`src/rtl/bsg_axil_store_unpacker_pkg.sv`:
```
// Shared AXI-Lite types and the packed command format used by the
// store packer/unpacker pair on either end of a command link.
package bsg_axil_store_unpacker_pkg;

  typedef enum logic [1:0] {
    e_axi_resp_okay   = 2'b00,
    e_axi_resp_exokay = 2'b01,
    e_axi_resp_slverr = 2'b10,
    e_axi_resp_decerr = 2'b11
  } axi_resp_type_e;

  typedef enum logic [2:0] {
    e_axi_prot_default    = 3'b000,
    e_axi_prot_privileged = 3'b001,
    e_axi_prot_nonsecure  = 3'b010,
    e_axi_prot_instr      = 3'b100
  } axi_prot_type_e;

  localparam int cmd_addr_width_lp = 23;
  localparam int cmd_data_width_lp = 8;

  typedef struct packed {
    logic                         wnr;
    logic [cmd_addr_width_lp-1:0] addr;
    logic [cmd_data_width_lp-1:0] data;
  } bsg_axil_store_cmd_s;

  localparam int cmd_width_lp = $bits(bsg_axil_store_cmd_s);

  // EXOKAY is not expected from an AXI-Lite slave, so it counts as an error too
  function automatic logic resp_is_error(input logic [1:0] resp);
    return resp != e_axi_resp_okay;
  endfunction

endpackage

```
`src/rtl/bsg_axil_store_unpacker_if.sv`:
```
// Command/response stream interface and AXI-Lite master interface used
// by the store unpacker.
interface bsg_axil_store_unpacker_if;
  import bsg_axil_store_unpacker_pkg::*;

  logic [cmd_width_lp-1:0] data_i;
  logic                    v_i;
  logic                    ready_o;
  logic [31:0]             data_o;
  logic                    v_o;
  logic                    ready_i;

  modport slave  (input  data_i, v_i, ready_i, output ready_o, data_o, v_o);
  modport master (output data_i, v_i, ready_i, input  ready_o, data_o, v_o);
endinterface

interface bsg_axil_store_unpacker_axil_if
  #(parameter int axi_addr_width_p = 32
   ,parameter int axi_data_width_p = 32);

  logic [axi_addr_width_p-1:0]   m_axil_awaddr_o;
  logic [2:0]                    m_axil_awprot_o;
  logic                          m_axil_awvalid_o;
  logic                          m_axil_awready_i;
  logic [axi_data_width_p-1:0]   m_axil_wdata_o;
  logic [axi_data_width_p/8-1:0] m_axil_wstrb_o;
  logic                          m_axil_wvalid_o;
  logic                          m_axil_wready_i;
  logic [1:0]                    m_axil_bresp_i;
  logic                          m_axil_bvalid_i;
  logic                          m_axil_bready_o;
  logic [axi_addr_width_p-1:0]   m_axil_araddr_o;
  logic [2:0]                    m_axil_arprot_o;
  logic                          m_axil_arvalid_o;
  logic                          m_axil_arready_i;
  logic [axi_data_width_p-1:0]   m_axil_rdata_i;
  logic [1:0]                    m_axil_rresp_i;
  logic                          m_axil_rvalid_i;
  logic                          m_axil_rready_o;

  modport master (
    output m_axil_awaddr_o, m_axil_awprot_o, m_axil_awvalid_o,
           m_axil_wdata_o, m_axil_wstrb_o, m_axil_wvalid_o, m_axil_bready_o,
           m_axil_araddr_o, m_axil_arprot_o, m_axil_arvalid_o, m_axil_rready_o,
    input  m_axil_awready_i, m_axil_wready_i, m_axil_bresp_i, m_axil_bvalid_i,
           m_axil_arready_i, m_axil_rdata_i, m_axil_rresp_i, m_axil_rvalid_i
  );

  modport slave (
    input  m_axil_awaddr_o, m_axil_awprot_o, m_axil_awvalid_o,
           m_axil_wdata_o, m_axil_wstrb_o, m_axil_wvalid_o, m_axil_bready_o,
           m_axil_araddr_o, m_axil_arprot_o, m_axil_arvalid_o, m_axil_rready_o,
    output m_axil_awready_i, m_axil_wready_i, m_axil_bresp_i, m_axil_bvalid_i,
           m_axil_arready_i, m_axil_rdata_i, m_axil_rresp_i, m_axil_rvalid_i
  );
endinterface

```
`src/rtl/bsg_axil_store_unpacker.sv`:
```
// Turns packed {wnr, addr, data} commands into single AXI-Lite transactions,
// one in flight at a time; read data returns on the response stream.
module bsg_axil_store_unpacker
  import bsg_axil_store_unpacker_pkg::*;
  #(parameter int axi_addr_width_p = 32
   ,parameter int axi_data_width_p = 32
   ,parameter logic [axi_addr_width_p-1:0] base_addr_p = '0)
  (input  logic clk_i
  ,input  logic reset_i
  ,bsg_axil_store_unpacker_if.slave      link
  ,bsg_axil_store_unpacker_axil_if.master m_axil
  ,output logic err_o);

  localparam int strb_width_lp = axi_data_width_p/8;
  localparam logic [axi_addr_width_p-1:0] low_mask_lp =
    axi_addr_width_p'({cmd_addr_width_lp{1'b1}});

  typedef enum logic [2:0] {
    e_ready, e_write, e_write_resp, e_read_addr, e_read_resp, e_read_return
  } state_e;

  state_e                         state_reg;
  bsg_axil_store_cmd_s            cmd_li;
  logic [cmd_addr_width_lp-1:0]   addr_reg;
  logic [cmd_data_width_lp-1:0]   wdata_reg;
  logic [31:0]                    rdata_reg;
  logic                           aw_done_reg, w_done_reg, err_reg;
  logic                           awvalid_reg, wvalid_reg, bready_reg;
  logic                           arvalid_reg, rready_reg, v_o_reg, ready_reg;
  logic                           aw_done_next, w_done_next;
  logic [axi_addr_width_p-1:0]    addr_li;

  assign cmd_li       = link.data_i;
  assign aw_done_next = aw_done_reg | (awvalid_reg & m_axil.m_axil_awready_i);
  assign w_done_next  = w_done_reg  | (wvalid_reg  & m_axil.m_axil_wready_i);
  assign addr_li      = (base_addr_p & ~low_mask_lp) | axi_addr_width_p'(addr_reg);

  always_ff @(posedge clk_i or posedge reset_i) begin
    if (reset_i) begin
      state_reg   <= e_ready;
      addr_reg    <= '0;
      wdata_reg   <= '0;
      rdata_reg   <= '0;
      aw_done_reg <= 1'b0;
      w_done_reg  <= 1'b0;
      err_reg     <= 1'b0;
      awvalid_reg <= 1'b0;
      wvalid_reg  <= 1'b0;
      bready_reg  <= 1'b0;
      arvalid_reg <= 1'b0;
      rready_reg  <= 1'b0;
      v_o_reg     <= 1'b0;
      ready_reg   <= 1'b1;
    end else begin
      case (state_reg)
        e_ready: if (link.v_i) begin
          addr_reg  <= cmd_li.addr;
          wdata_reg <= cmd_li.data;
          ready_reg <= 1'b0;
          if (cmd_li.wnr) begin
            state_reg   <= e_write;
            awvalid_reg <= 1'b1;
            wvalid_reg  <= 1'b1;
          end else begin
            state_reg   <= e_read_addr;
            arvalid_reg <= 1'b1;
          end
        end
        // AW and W finish independently; leave once both have, including this cycle
        e_write: if (aw_done_next & w_done_next) begin
          aw_done_reg <= 1'b0;
          w_done_reg  <= 1'b0;
          awvalid_reg <= 1'b0;
          wvalid_reg  <= 1'b0;
          bready_reg  <= 1'b1;
          state_reg   <= e_write_resp;
        end else begin
          aw_done_reg <= aw_done_next;
          w_done_reg  <= w_done_next;
          awvalid_reg <= ~aw_done_next;
          wvalid_reg  <= ~w_done_next;
        end
        e_write_resp: if (m_axil.m_axil_bvalid_i) begin
          err_reg    <= err_reg | resp_is_error(m_axil.m_axil_bresp_i);
          bready_reg <= 1'b0;
          ready_reg  <= 1'b1;
          state_reg  <= e_ready;
        end
        e_read_addr: if (m_axil.m_axil_arready_i) begin
          arvalid_reg <= 1'b0;
          rready_reg  <= 1'b1;
          state_reg   <= e_read_resp;
        end
        e_read_resp: if (m_axil.m_axil_rvalid_i) begin
          rdata_reg  <= m_axil.m_axil_rdata_i[31:0];
          err_reg    <= err_reg | resp_is_error(m_axil.m_axil_rresp_i);
          rready_reg <= 1'b0;
          v_o_reg    <= 1'b1;
          state_reg  <= e_read_return;
        end
        // rdata_reg is cleared on exit so data_o reads 0 whenever v_o is low
        e_read_return: if (link.ready_i) begin
          rdata_reg <= '0;
          v_o_reg   <= 1'b0;
          ready_reg <= 1'b1;
          state_reg <= e_ready;
        end
        default: begin
          state_reg <= e_ready;
          ready_reg <= 1'b1;
        end
      endcase
    end
  end

  assign link.ready_o = ready_reg;
  assign link.v_o     = v_o_reg;
  assign link.data_o  = rdata_reg;
  assign err_o        = err_reg;

  assign m_axil.m_axil_awaddr_o  = addr_li;
  assign m_axil.m_axil_awprot_o  = e_axi_prot_default;
  assign m_axil.m_axil_awvalid_o = awvalid_reg;
  assign m_axil.m_axil_wdata_o   = axi_data_width_p'(wdata_reg);
  assign m_axil.m_axil_wstrb_o   = strb_width_lp'(1);
  assign m_axil.m_axil_wvalid_o  = wvalid_reg;
  assign m_axil.m_axil_bready_o  = bready_reg;
  assign m_axil.m_axil_araddr_o  = addr_li;
  assign m_axil.m_axil_arprot_o  = e_axi_prot_default;
  assign m_axil.m_axil_arvalid_o = arvalid_reg;
  assign m_axil.m_axil_rready_o  = rready_reg;

endmodule

```
`src/flat_wrapper.sv`:
```
// flat-port wrapper written by rule: the top's interface ports become plain ports
module bsg_axil_store_unpacker_flat import bsg_axil_store_unpacker_pkg::*;
#(parameter int axi_addr_width_p = 32
   ,parameter int axi_data_width_p = 32
   ,parameter logic [axi_addr_width_p-1:0] base_addr_p = '0)
  (clk_i, reset_i, err_o, link_data_i, link_v_i, link_ready_i, link_ready_o, link_data_o, link_v_o, m_axil_m_axil_awaddr_o, m_axil_m_axil_awprot_o, m_axil_m_axil_awvalid_o, m_axil_m_axil_wdata_o, m_axil_m_axil_wstrb_o, m_axil_m_axil_wvalid_o, m_axil_m_axil_bready_o, m_axil_m_axil_araddr_o, m_axil_m_axil_arprot_o, m_axil_m_axil_arvalid_o, m_axil_m_axil_rready_o, m_axil_m_axil_awready_i, m_axil_m_axil_wready_i, m_axil_m_axil_bresp_i, m_axil_m_axil_bvalid_i, m_axil_m_axil_arready_i, m_axil_m_axil_rdata_i, m_axil_m_axil_rresp_i, m_axil_m_axil_rvalid_i);
  bsg_axil_store_unpacker_if link_i ();
  bsg_axil_store_unpacker_axil_if #(.axi_addr_width_p(axi_addr_width_p), .axi_data_width_p(axi_data_width_p)) m_axil_i ();
  input  logic clk_i;
  input  logic reset_i;
  output logic err_o;
  input wire logic [$bits(link_i.data_i)-1:0] link_data_i;
  input wire logic [$bits(link_i.v_i)-1:0] link_v_i;
  input wire logic [$bits(link_i.ready_i)-1:0] link_ready_i;
  output wire logic [$bits(link_i.ready_o)-1:0] link_ready_o;
  output wire logic [$bits(link_i.data_o)-1:0] link_data_o;
  output wire logic [$bits(link_i.v_o)-1:0] link_v_o;
  output wire logic [$bits(m_axil_i.m_axil_awaddr_o)-1:0] m_axil_m_axil_awaddr_o;
  output wire logic [$bits(m_axil_i.m_axil_awprot_o)-1:0] m_axil_m_axil_awprot_o;
  output wire logic [$bits(m_axil_i.m_axil_awvalid_o)-1:0] m_axil_m_axil_awvalid_o;
  output wire logic [$bits(m_axil_i.m_axil_wdata_o)-1:0] m_axil_m_axil_wdata_o;
  output wire logic [$bits(m_axil_i.m_axil_wstrb_o)-1:0] m_axil_m_axil_wstrb_o;
  output wire logic [$bits(m_axil_i.m_axil_wvalid_o)-1:0] m_axil_m_axil_wvalid_o;
  output wire logic [$bits(m_axil_i.m_axil_bready_o)-1:0] m_axil_m_axil_bready_o;
  output wire logic [$bits(m_axil_i.m_axil_araddr_o)-1:0] m_axil_m_axil_araddr_o;
  output wire logic [$bits(m_axil_i.m_axil_arprot_o)-1:0] m_axil_m_axil_arprot_o;
  output wire logic [$bits(m_axil_i.m_axil_arvalid_o)-1:0] m_axil_m_axil_arvalid_o;
  output wire logic [$bits(m_axil_i.m_axil_rready_o)-1:0] m_axil_m_axil_rready_o;
  input wire logic [$bits(m_axil_i.m_axil_awready_i)-1:0] m_axil_m_axil_awready_i;
  input wire logic [$bits(m_axil_i.m_axil_wready_i)-1:0] m_axil_m_axil_wready_i;
  input wire logic [$bits(m_axil_i.m_axil_bresp_i)-1:0] m_axil_m_axil_bresp_i;
  input wire logic [$bits(m_axil_i.m_axil_bvalid_i)-1:0] m_axil_m_axil_bvalid_i;
  input wire logic [$bits(m_axil_i.m_axil_arready_i)-1:0] m_axil_m_axil_arready_i;
  input wire logic [$bits(m_axil_i.m_axil_rdata_i)-1:0] m_axil_m_axil_rdata_i;
  input wire logic [$bits(m_axil_i.m_axil_rresp_i)-1:0] m_axil_m_axil_rresp_i;
  input wire logic [$bits(m_axil_i.m_axil_rvalid_i)-1:0] m_axil_m_axil_rvalid_i;
  assign link_i.data_i = link_data_i;
  assign link_i.v_i = link_v_i;
  assign link_i.ready_i = link_ready_i;
  assign link_ready_o = link_i.ready_o;
  assign link_data_o = link_i.data_o;
  assign link_v_o = link_i.v_o;
  assign m_axil_m_axil_awaddr_o = m_axil_i.m_axil_awaddr_o;
  assign m_axil_m_axil_awprot_o = m_axil_i.m_axil_awprot_o;
  assign m_axil_m_axil_awvalid_o = m_axil_i.m_axil_awvalid_o;
  assign m_axil_m_axil_wdata_o = m_axil_i.m_axil_wdata_o;
  assign m_axil_m_axil_wstrb_o = m_axil_i.m_axil_wstrb_o;
  assign m_axil_m_axil_wvalid_o = m_axil_i.m_axil_wvalid_o;
  assign m_axil_m_axil_bready_o = m_axil_i.m_axil_bready_o;
  assign m_axil_m_axil_araddr_o = m_axil_i.m_axil_araddr_o;
  assign m_axil_m_axil_arprot_o = m_axil_i.m_axil_arprot_o;
  assign m_axil_m_axil_arvalid_o = m_axil_i.m_axil_arvalid_o;
  assign m_axil_m_axil_rready_o = m_axil_i.m_axil_rready_o;
  assign m_axil_i.m_axil_awready_i = m_axil_m_axil_awready_i;
  assign m_axil_i.m_axil_wready_i = m_axil_m_axil_wready_i;
  assign m_axil_i.m_axil_bresp_i = m_axil_m_axil_bresp_i;
  assign m_axil_i.m_axil_bvalid_i = m_axil_m_axil_bvalid_i;
  assign m_axil_i.m_axil_arready_i = m_axil_m_axil_arready_i;
  assign m_axil_i.m_axil_rdata_i = m_axil_m_axil_rdata_i;
  assign m_axil_i.m_axil_rresp_i = m_axil_m_axil_rresp_i;
  assign m_axil_i.m_axil_rvalid_i = m_axil_m_axil_rvalid_i;
  bsg_axil_store_unpacker #(.axi_addr_width_p(axi_addr_width_p), .axi_data_width_p(axi_data_width_p), .base_addr_p(base_addr_p)) u_core (.clk_i(clk_i), .reset_i(reset_i), .link(link_i), .m_axil(m_axil_i), .err_o(err_o));
endmodule
```
`config.mk`:
```
export PLATFORM = sky130hd
export DESIGN_NAME = bsg_axil_store_unpacker_flat
export DESIGN_NICKNAME = d
export VERILOG_FILES = /design/src/rtl/bsg_axil_store_unpacker_pkg.sv /design/src/rtl/bsg_axil_store_unpacker_if.sv /design/src/rtl/bsg_axil_store_unpacker.sv /design/src/flat_wrapper.sv
export SDC_FILE = /design/constraint.sdc
export NUM_CORES = 1
export LEC_CHECK = 0
export ABC_AREA = 0
export CORE_MARGIN = 2
export CORE_UTILIZATION = 37
export CTS_CLUSTER_DIAMETER = 200
export DETAILED_ROUTE_END_ITERATION = 12
export PLACE_DENSITY_LB_ADDON = 0.2
export SETUP_SLACK_MARGIN = 0.05
export SKIP_CTS_REPAIR_TIMING = 1
export SYNTH_ARGS = -nofsm -noshare
export SYNTH_HDL_FRONTEND = slang
export SYNTH_SLANG_ARGS = --single-unit
```
`constraint.sdc`:
```
create_clock -name clk_i -period 3.65 [get_ports clk_i]
set_clock_uncertainty 0.05 [all_clocks]
set_input_delay 1.095 -clock clk_i [delete_from_list [all_inputs] [get_ports clk_i]]
set_output_delay 1.095 -clock clk_i [all_outputs]
set_load 0.03 [all_outputs]
```
# After elaboration in Yosys (flattened, before gate mapping)
# Index checks and enable logic that the tools add are counted.
# totals
ff_bits,76
input_bits,77
elab_cells,95
# op_classes
n_eq_ne,13
muxes,39
bitwise,10
n_reduce_logical,19
# op_table
op,n
$mux W32,2
$pmux W32 S2,1
$mux W1,20
$mux W3,6
$pmux W3 S6,1
$reduce_bool A2 Y1,8
$reduce_and A3 Y1,5
$ne A2 B2 Y1 const B,7
$pmux W1 S2,7
$reduce_and A4 Y1,2
$eq A3 B2 Y1 const B,2
$eq A3 B3 Y1 const B,2
$reduce_and A6 Y1,1
$or A1 B1 Y1,4
$pmux W1 S4,1
$and A1 B1 Y1,3
$eq A3 B1 Y1 const B,1
$logic_not A3 Y1,1
$not A1 Y1,3
$reduce_or A3 Y1,1
$mux W2,1
$ne A2 B1 Y1 const B,1
$reduce_and A2 Y1,1

# Depth between registers and ports, before layout
# logic_depth
word_depth,5
depth_mapped,5

# Worst setup path after synthesis
# No wires, ideal clock.
# synth_path
kind,input to register
startpoint,in link_v_i
endpoint,reg u_core.addr_reg[0]
arrival_time_ns,1.932
t_required_ns,3.475
setup_slack_ns,1.543
cell_stages,3
n_path_buf,1
path_cell_list,nor4b_4 buf_6 mux2_2
# synth_between
elab_chain_cells,1
# synth_rtl
item,line,source
"start, declared",flat_wrapper.sv:13,input wire logic [$bits(link_i.v_i)-1:0] link_v_i;
$reduce_and A2 Y1 (no source line),--,
"end signal, assigned",bsg_axil_store_unpacker.sv:57,addr_reg <= cmd_li.addr;
"end, declared",bsg_axil_store_unpacker.sv:24,logic [cmd_addr_width_lp-1:0] addr_reg;
# No other way between the ends.
# A chain may end at the register's enable or synchronous reset.

# Final worst setup path
# layout_path
startpoint,reg u_core.ready_reg (netlist: u_core.link.ready_o)
endpoint,out link_ready_o
# layout_rtl
item,line,source
"start, declared",bsg_axil_store_unpacker.sv:29,"logic arvalid_reg, rready_reg, v_o_reg, ready_reg;"
"start signal, assigned",bsg_axil_store_unpacker.sv:53,ready_reg <= 1'b1;
"start signal, assigned",bsg_axil_store_unpacker.sv:59,ready_reg <= 1'b0;
"start signal, assigned",bsg_axil_store_unpacker.sv:86,ready_reg <= 1'b1;
"end, declared",flat_wrapper.sv:15,output wire logic [$bits(link_i.ready_o)-1:0] link_ready_o;
# No word-level cell between the ends.

==> implementation parameters <==
Parameter                              Value

Outcome
  Result of the run    complete, no violations

Route
  Average detailed-routed wire length per instance    14.2 µm
  Remaining DRCs    0
  Pre-antenna DRT Iters    4
  Average via count per standard cell    4.38
  Antenna Nets Post-Route    0
  Overall routed net length    7980 µm
  DRT iter0 DRCs    40
  Vias    2,467

STA
  Final count of hold timing violations    0
  Timing-limited maximum frequency    371 MHz
  Transition time at the pin with the least slew margin    0.702 ns
  Clock period minus final worst setup slack    2.69 ns
  Max-slew violation count    0
  Post-route fraction of the period consumed by the critical path    0.738
  Setup TNS Final    0 ns
  Slew headroom    0.532
  Number of failing setup endpoints in the final timing report    0
  RSZ-0062 raised after global routing    false
  Hold slack final    0.435 ns

Synth
  Warning count from the yosys run    0
  Synthesized flop and latch total    76
  Combined area of all synthesized cells    0.00355 mm²
  Number of distinct library cells after synthesis    37
  Library cell with the highest instance count after synthesis    sky130_fd_sc_hd__buf_4
  Mapped Cells    283
  Cells taking the most area after synthesis    sky130_fd_sc_hd__dfrtp_1 53%, sky130_fd_sc_hd__buf_4 16%, sky130_fd_sc_hd__mux2_2 9.2%
  Cell types with the highest counts after synthesis    76 x sky130_fd_sc_hd__buf_4, 75 x sky130_fd_sc_hd__dfrtp_1, 32 x sky130_fd_sc_hd__a22o_1
  Proportion of netlist area held by the largest area contributor    0.529
  Prevailing post-synth register cell    sky130_fd_sc_hd__dfrtp_1
  Synth async-reset ratio    1.00
  Register area share after synthesis    0.536
  Number of enable flip-flop cells after synthesis    0
  Syn_area_per_cell    12.5 µm²
  Cell type contributing the most total cell area after synthesis    sky130_fd_sc_hd__dfrtp_1

Power
  Leakage power summed over all cells    2.26 nW
  P per Cell Area    977 mW/mm²
  Max rail drop VDD    0.000362 V

Final layout
  ANT cells    0
  Fin nets    506
  Flip-flop count of the largest register, all copies and words added    32
  Final non-filler cell area    0.00519 mm²
  Area Overhead vs Synth    46.2%
  Layout cells sized above 1    0.127

Floorplanning
  Die area    0.0104 mm²
  Core area    0.00928 mm²
  Height of the die    102 µm
  Number of rows in the core area    35
  IO Count    223
  Horizontal extent of the die    102 µm
  Starting density of the core    0.382

Setup path
  Kind of cell adding the most delay to the critical path    buffers and inverters
  Req. time, crit path    2.50 ns
  Type of origin of the critical path    flop
  Critical-path cell with the highest stage delay    sky130_fd_sc_hd__clkdlybuf4s50_1
  Buf+Inv Stages, Crit Path    1
  Terminus of the critical flop-to-flop path    u_core.err_o$_DFFE_PP0P_
  Max stage delay on crit path    0.67 ns
  Number of stages on the worst setup path    1
  R2r worst-path depth    3
  Peak fanout along the critical path    2
  Type of destination of the critical path    output pin
  Slack of the worst reg-to-reg path    1.77 ns
  CP Cell Sequence    clkdlybuf4s50_1
  Arrival time reported for the critical path endpoint    1.55 ns
  Critical register-to-register path startpoint    u_core.state_reg[2]$_DFFE_PP0P_
  Kind of critical path    flop to output pin

Clock tree
  Clk pin slew, worst setup/hold paths    0.08 ns
  Clock network latency to the later pin of the worst-skew pair    0.33 ns
  CTS tree    built
  Maximum level of the CTS H-tree    3
  Clock Path Buffers    2
  Clock sink total    76
  Root Buffer    sky130_fd_sc_hd__clkbuf_8
  CTS Buf Count    9

Global route
  GR Util All Layers    0.151
  Largest net degree at the start of global routing    54
  Antenna violations before repair    0
  Vias in the first global route    2,436
  Grt ovf    0
  First-pass GRT wire length    12,200 µm

Place
  Placed inst area    0.00499 mm²
  Port bufs    170
  Routability cong.    0.721
  Hpwl dp    5850 µm

Run
  Max-cap violations    0

Min path
  Number of cells traversed by the worst hold path    1
  Launch instance of the worst min-delay path    u_core.link.v_o$_DFFE_PP0P_
  Min-Delay Path Class    flop to flop
  Hold path endpoint    u_core.link.v_o$_DFFE_PP0P_
## worst reg2reg max path: cells and delay by family, from the launching register on
family / cells / cell delay, ns
AND/OR/NAND/NOR: 2 / 0.91
flip-flops: 1 / 0.66
AO/OA/AOI/OAI: 1 / 0.19
## cell type report
type,count,area [µm²]
Tap cell,129,161
Inverter,2,8.76
Timing Repair Buffer,173,1740
Multi-Input combinational cell,167,1180
Clock inverter,6,62.6
Sequential cell,76,1900
Clock buffer,10,138
Fill cell,799,4090
## worst max-delay path by stage
stage	start	endpoint	slack, ns
after floorplan	reset_i	u_core.addr_reg[0]$_DFFE_PP0P_	0.57
after global placement	link_v_i	u_core.addr_reg[5]$_DFFE_PP0P_	0.82
after detailed placement	link_v_i	u_core.addr_reg[2]$_DFFE_PP0P_	0.80
after CTS	u_core.link.ready_o$_DFFE_PP1P_	link_ready_o	0.92
after global routing	u_core.link.ready_o$_DFFE_PP1P_	link_ready_o	0.91
final	u_core.link.ready_o$_DFFE_PP1P_	link_ready_o	0.96
## metal layers
layer  global-route usage  part of all wire
met1                0.199              0.42
met5                    0                 0
met2                0.225              0.45
met3               0.0581              0.11
met4               0.0574             0.014
## cell usage in the layout (no fill, tap or decap), drive strengths merged, types with 2 or more instances in the layout
master and n:
mux2 32, nor2b 5, inv 2, conb 52
nand2b 2, clkbuf 10, a22o 32, clkdlybuf4s50 170
nand3 2, dfrtp 75, o22a 2, nand2 3
nor3b 3, a21oi 7, nand3b 2, o21ai 4
nor3 2, nor2 4, buf 3, clkinv 5
## kinds of logic (layout without fill, tap and decap cells)
| kind of cell | after synthesis | after routing | synth area share |
|---|---|---|---|
| AOI/OAI and AO/OA | 55 | 55 | 0.123 |
| buffers and inverters | 90 | 191 | 0.184 |
| DFF | 76 | 76 | 0.536 |
| muxes | 33 | 33 | 0.104 |
| other | 2 | 52 | 0.00211 |
| and+or+nand+nor | 27 | 27 | 0.0504 |
## where the power goes
| part | total [W] | leakage [nW] | switching (W) | internal (W) |
|---|---|---|---|---|
| Sequential | 0.00155 | 0.940 | 0.000308 | 0.00124 |
| Clock | 0.000644 | 0.106 | 0.000309 | 0.000335 |
| Combinational | 0.00288 | 1.21 | 0.00158 | 0.00130 |
| Total | 0.00507 | 2.26 | 0.00220 | 0.00288 |
## per-stage QoR
stage / utilization / power (W) / worst slack, ns / cells
after floorplan: - / 0.00347 / 0.568 / 333
after global placement: 0.538 / 0.00442 / 0.824 / 547
after detailed placement: 0.538 / 0.00447 / 0.803 / 547
after CTS: 0.559 / 0.00513 / 0.917 / 563
after global routing: 0.559 / 0.00535 / 0.915 / 563
final: 0.559 / 0.00507 / 0.956 / 563
(Power assumes the default switching activity.)
